**config.mk**
```make
export PLATFORM = sky130hd
export DESIGN_NAME = qft3_result_serializer
export DESIGN_NICKNAME = d
export VERILOG_FILES = /design/src/rtl/qft3_result_serializer.sv
export SDC_FILE = /design/constraint.sdc
export NUM_CORES = 1
export LEC_CHECK = 0
export CAP_MARGIN = 40
export CORE_ASPECT_RATIO = 0.6
export CORE_MARGIN = 5
export CORE_UTILIZATION = 51
export CTS_CLUSTER_DIAMETER = 60
export DETAILED_ROUTE_END_ITERATION = 8
export GPL_TIMING_DRIVEN = 0
export PLACE_DENSITY = 0.8
export SLEW_MARGIN = 10
export SYNTH_ARGS = -nofsm -noshare
export SYNTH_HDL_FRONTEND = slang
export SYNTH_SLANG_ARGS = --single-unit
```
**constraint.sdc**
```tcl
create_clock -name clk -period 2.35 [get_ports clk]
set_clock_uncertainty 0.15 [all_clocks]
set_input_delay 0.235 -clock clk [delete_from_list [all_inputs] [get_ports clk]]
set_output_delay 0.235 -clock clk [all_outputs]
set_load 0.05 [all_outputs]
```
**src/rtl/qft3_result_serializer.sv**
```systemverilog
// Captures the QFT output vector a fixed pipeline latency after each launch.
// Streams the 8 captured complex amplitudes out, one per valid/ready beat.
module qft3_result_serializer #(
   parameter int DATA_W  = 4,
   parameter int LATENCY = 19
) (
   input  logic                     clk,
   input  logic                     rst,
   input  logic                     launch,
   input  logic [16*DATA_W-1:0]     f_flat,
   output logic                     m_valid,
   input  logic                     m_ready,
   output logic [2:0]               m_idx,
   output logic signed [DATA_W-1:0] m_re,
   output logic signed [DATA_W-1:0] m_im,
   output logic                     m_last,
   output logic                     busy,
   output logic                     overrun
);

   localparam int AMP_W = 2*DATA_W;

   typedef enum logic {IDLE, STREAM} state_e;

   state_e                  stateQ;
   logic [LATENCY-1:0]      tagQ, tagD;
   logic [16*DATA_W-1:0]    snapQ;
   logic [2:0]              idxQ, idxInc;
   logic                    validQ, lastQ, busyQ, overrunQ;
   logic signed [DATA_W-1:0] reQ, imQ;
   logic                    cap, handshake, finalBeat;
   logic [AMP_W-1:0]        nextAmp, capAmp;

   // Launch tags ride alongside the QFT pipeline; the oldest stage marks the cycle f_flat is valid.
   always_comb begin
      tagD      = (tagQ << 1) | LATENCY'(launch);
      cap       = tagQ[LATENCY-1];
      handshake = validQ & m_ready;
      finalBeat = (idxQ == 3'd7);
      idxInc    = idxQ + 3'd1;
      nextAmp   = snapQ[int'(idxInc)*AMP_W +: AMP_W];
      capAmp    = f_flat[AMP_W-1:0];
   end

   always_ff @(posedge clk) begin
      if (rst) begin
         stateQ   <= IDLE;
         tagQ     <= '0;
         snapQ    <= '0;
         idxQ     <= 3'd0;
         validQ   <= 1'b0;
         lastQ    <= 1'b0;
         busyQ    <= 1'b0;
         overrunQ <= 1'b0;
         reQ      <= '0;
         imQ      <= '0;
      end else begin
         tagQ <= tagD;
         case (stateQ)
            IDLE: begin
               if (cap) begin
                  snapQ  <= f_flat;
                  idxQ   <= 3'd0;
                  validQ <= 1'b1;
                  lastQ  <= 1'b0;
                  busyQ  <= 1'b1;
                  reQ    <= capAmp[DATA_W-1:0];
                  imQ    <= capAmp[AMP_W-1:DATA_W];
                  stateQ <= STREAM;
               end
            end
            STREAM: begin
               // A capture only fits if the final beat leaves in the same cycle.
               if (cap && !(handshake && finalBeat))
                  overrunQ <= 1'b1;
               if (handshake) begin
                  if (!finalBeat) begin
                     idxQ  <= idxInc;
                     lastQ <= (idxInc == 3'd7);
                     reQ   <= nextAmp[DATA_W-1:0];
                     imQ   <= nextAmp[AMP_W-1:DATA_W];
                  end else if (cap) begin
                     snapQ <= f_flat;
                     idxQ  <= 3'd0;
                     lastQ <= 1'b0;
                     reQ   <= capAmp[DATA_W-1:0];
                     imQ   <= capAmp[AMP_W-1:DATA_W];
                  end else begin
                     idxQ   <= 3'd0;
                     validQ <= 1'b0;
                     lastQ  <= 1'b0;
                     busyQ  <= 1'b0;
                     reQ    <= '0;
                     imQ    <= '0;
                     stateQ <= IDLE;
                  end
               end
            end
            default: stateQ <= IDLE;
         endcase
      end
   end

   assign m_valid = validQ;
   assign m_idx   = idxQ;
   assign m_re    = reQ;
   assign m_im    = imQ;
   assign m_last  = lastQ;
   assign busy    = busyQ;
   assign overrun = overrunQ;

endmodule

```
==> impl_metrics.json <==
{
  "grt-ovfl-total": 0,
  "start_kind": "register",
  "max_stage_delay_ps": 550,
  "slew_headroom_pct": 52.7,
  "r2r-end": "m_im[0]$_SDFFE_PP0P_",
  "stdcell_area_mm2": 0.00522,
  "synthToLayoutAreaGrowth_pct": 32.7,
  "fin_util_pct": 70.6,
  "cellLeakagePower_uw": 0.00187,
  "clk_latency_ps": 350,
  "hold_depth": 3,
  "worstReg2RegStart": "m_idx[0]$_SDFFE_PP0P_",
  "grt_pass1_wl_um": 16500,
  "numCtsBuffers": 9,
  "synth_top_area_share_pct": 49.9,
  "switching_share_pct": 22.4,
  "async_flop_share_pct": 0,
  "run_status": "finished clean",
  "register_area_mm2": 0.00197,
  "fin_cells": 620,
  "finalWirelength_um": 10300,
  "synthCells": 418,
  "crit_top_cell": "buf_6",
  "clk_transition_reported_paths_ps": 70,
  "placed_area_mm2": 0.00488,
  "intPower_uw": 2510,
  "switchingPower_uw": 726,
  "dieWidth_um": 123,
  "synth_enable_flop_cells": 0,
  "drtIter0Drc": 280,
  "critical_path_required_ps": 2440,
  "drc_errors": 0,
  "arrival_ps": 2310,
  "clock_sinks": 98,
  "rsz0062_at_grt": "no",
  "worstHoldStart": "f_flat[29]",
  "layout-drive-gt1-share_pct": 10.5,
  "cp-end-kind": "register",
  "vias": 3316,
  "min_path_type": "input pin to register",
  "dp_cells": 604,
  "powerDensity_mw_per_mm2": 620,
  "ant_nets": 0,
  "die_h_um": 78.0,
  "path_cells": "buf_6 -> buf_8 -> inv_1 -> ha_1 -> buf_6 -> mux4_2 -> a22oi_2 -> nand2_1",
  "via_per_inst": 5.35,
  "cts_tree": "done",
  "avgSynthCellArea_um2": 9.40,
  "htree_levels": 3,
  "worst_pin_slew_ps": 709,
  "antennaDiodeCount": 0,
  "fp.dieArea_mm2": 0.00962,
  "grt_util_all_layers_pct": 22.3,
  "setup_viol": 0,
  "fp-row-count": 24,
  "wl_per_cell_um": 16.6,
  "hpwl_um": 7720,
  "p_comb_share_pct": 4.9,
  "finalCriticalPeriod_ps": 2220,
  "gp_congestion": 0.857,
  "synth_top_area_cell": "dfxtp_1",
  "synth_nets": 490,
  "synth_ff_type": "dfxtp_1",
  "fin_tns_setup_ps": 0,
  "reg2regPathDepth": 8,
  "nets": 583,
  "clk_path_buf_depth": 2,
  "pin_count": 83,
  "start_util_pct": 53.2,
  "fmax_mhz": 450,
  "clock-root-buffer": "clkbuf_16",
  "yosysWarnings": 0,
  "hold_buffers": 0,
  "slowest_stage": "mux4_2",
  "min_delay_worst_endpoint": "snapQ[29]$_SDFFE_PP0P_",
  "power_frac_seq_pct": 51.3,
  "antenna_found_initial": 0,
  "syn_area_mm2": 0.00393,
  "critPathKind": "register to register",
  "fillCellCount": 581,
  "grt_max_degree": 19,
  "postCtsSetupRepairBufs": 0,
  "fin_crit_sh_pct": 94.6,
  "clockPowerShare_pct": 43.7,
  "r2r_slack_ps": 130,
  "synth_top_cells_by_area": "dfxtp_1 50%, nand2_1 13%, a21oi_1 8.8%, mux4_1 6.0%, buf_6 4.3%",
  "finalMaxSlewViolations": 0,
  "final_hold_viol_count": 0,
  "first_pass_iters": 5,
  "cp_max_fo": 10,
  "max-vdd-ir-drop_mv": 0.335,
  "drv_cap": 0,
  "core_mm2": 0.00739,
  "grt_pass1_vias": 3350,
  "portBuffers": 82,
  "ys_seq_area_share_pct": 49.9,
  "multi_input_area_mm2": 0.00175,
  "synth_cell_type_count": 25,
  "total_power_uw": 3240,
  "ys_ff_latch": 98
}
## power by group through the flow
stage / registers, uW / clock network, uW / logic (uW)
after global placement: 1700 / 0 / 156
after floorplan: 1700 / 0 / 26.5
after global routing: 1660 / 1500 / 169
after detailed placement: 1700 / 0 / 158
after CTS: 1660 / 1420 / 159
final: 1660 / 1420 / 160
## per-stage QoR
stage | hold slack (ps) | setup WS, ps
after floorplan | 213 | 67.5
after global placement | 267 | -136
after detailed placement | 278 | -139
after CTS | 282 | 22.4
after global routing | 285 | 5.91
final | 287 | 126
## cells in the final DEF, fill, tap and decap left out, types with 3 or more instances in the layout
cell type and count:
clkdlybuf4s50_1 82, nand2_1 139, mux4_2 7, a22oi_1 13, clkbuf_16 9, nor2b_1 20
dfxtp_1 97, mux4_1 9, a22oi_2 4, buf_6 17, inv_6 3, a21oi_1 69
clkbuf_1 10, ha_1 4, nor2_1 11
## cell type report
class                           count  area share (%)
Timing Repair Buffer               82            15.7
Multi-Input combinational cell    289            33.6
Tap cell                          104            2.49
Inverter                            1          0.0720
Clock buffer                       10            4.39
Buffer                             30            4.99
Sequential cell                    98            37.7
Clock inverter                      6            1.08
## Yosys cell counts (2+ instances only)
cell and count:
buf_4 3, mux4_2 7, a21oi_1 69, ha_1 4, buf_6 15, dfxtp_1 98, nand2_1 139, clkbuf_1 9
buf_2 3, a22oi_1 17, nor3_2 2, mux4_1 9, nor2b_1 20, nor2_1 11, nand4b_1 2
## kinds of logic (layout without fill, tap and decap cells)
kind of cell / Yosys count / count (layout) / synth area share [%]
fa+ha+maj: 4 / 4 / 1.27
flops: 98 / 98 / 49.9
buf+inv: 31 / 129 / 6.21
mux: 16 / 16 / 10.0
simple gates: 179 / 179 / 19.7
compound gates: 90 / 90 / 12.9
## sequential cells by signal, indices dropped and copies added (netlist names)
register,flops
snapQ,64
tagQ,19
m_im,4
m_re,4
m_idx,3
busy,1
m_last,1
overrun,1
stateQ,1
## worst max-delay path: cells and delay by family, from the launching register on
| kind | cells | cell delay (ps) |
|---|---|---|
| buffers and inverters | 4 | 530 |
| flip-flops | 1 | 370 |
| AND/OR/NAND/NOR | 1 | 70 |
| multiplexers | 1 | 550 |
| adder cells (fa/ha/maj) | 1 | 290 |
| AO/OA/AOI/OAI | 1 | 160 |
## metal layers
layer	wire length (um)	global-route usage (%)
met5	0	0
met4	122	6.52
met3	1040	6.83
met2	4630	33.7
met1	4500	31.0
## repair_timing
| action | in CTS | in global routing |
|---|---|---|
| resized for setup | 4 | 7 |
| cloned | 0 | 0 |
| setup endpoints to repair | 8 | 6 |
## worst max path at each step
stage	from	end	slack (ps)	cells after the start
after floorplan	m_idx[0]$_SDFFE_PP0P_	m_im[0]$_SDFFE_PP0P_	70	9
after global placement	m_idx[0]$_SDFFE_PP0P_	m_im[1]$_SDFFE_PP0P_	-140	9
after detailed placement	m_idx[0]$_SDFFE_PP0P_	m_im[1]$_SDFFE_PP0P_	-140	9
after CTS	m_idx[0]$_SDFFE_PP0P_	m_im[1]$_SDFFE_PP0P_	20	8
after global routing	m_idx[0]$_SDFFE_PP0P_	m_im[0]$_SDFFE_PP0P_	6	8
final	m_idx[0]$_SDFFE_PP0P_	m_im[0]$_SDFFE_PP0P_	130	8
Note: power is estimated with default switching activity, not from simulation.
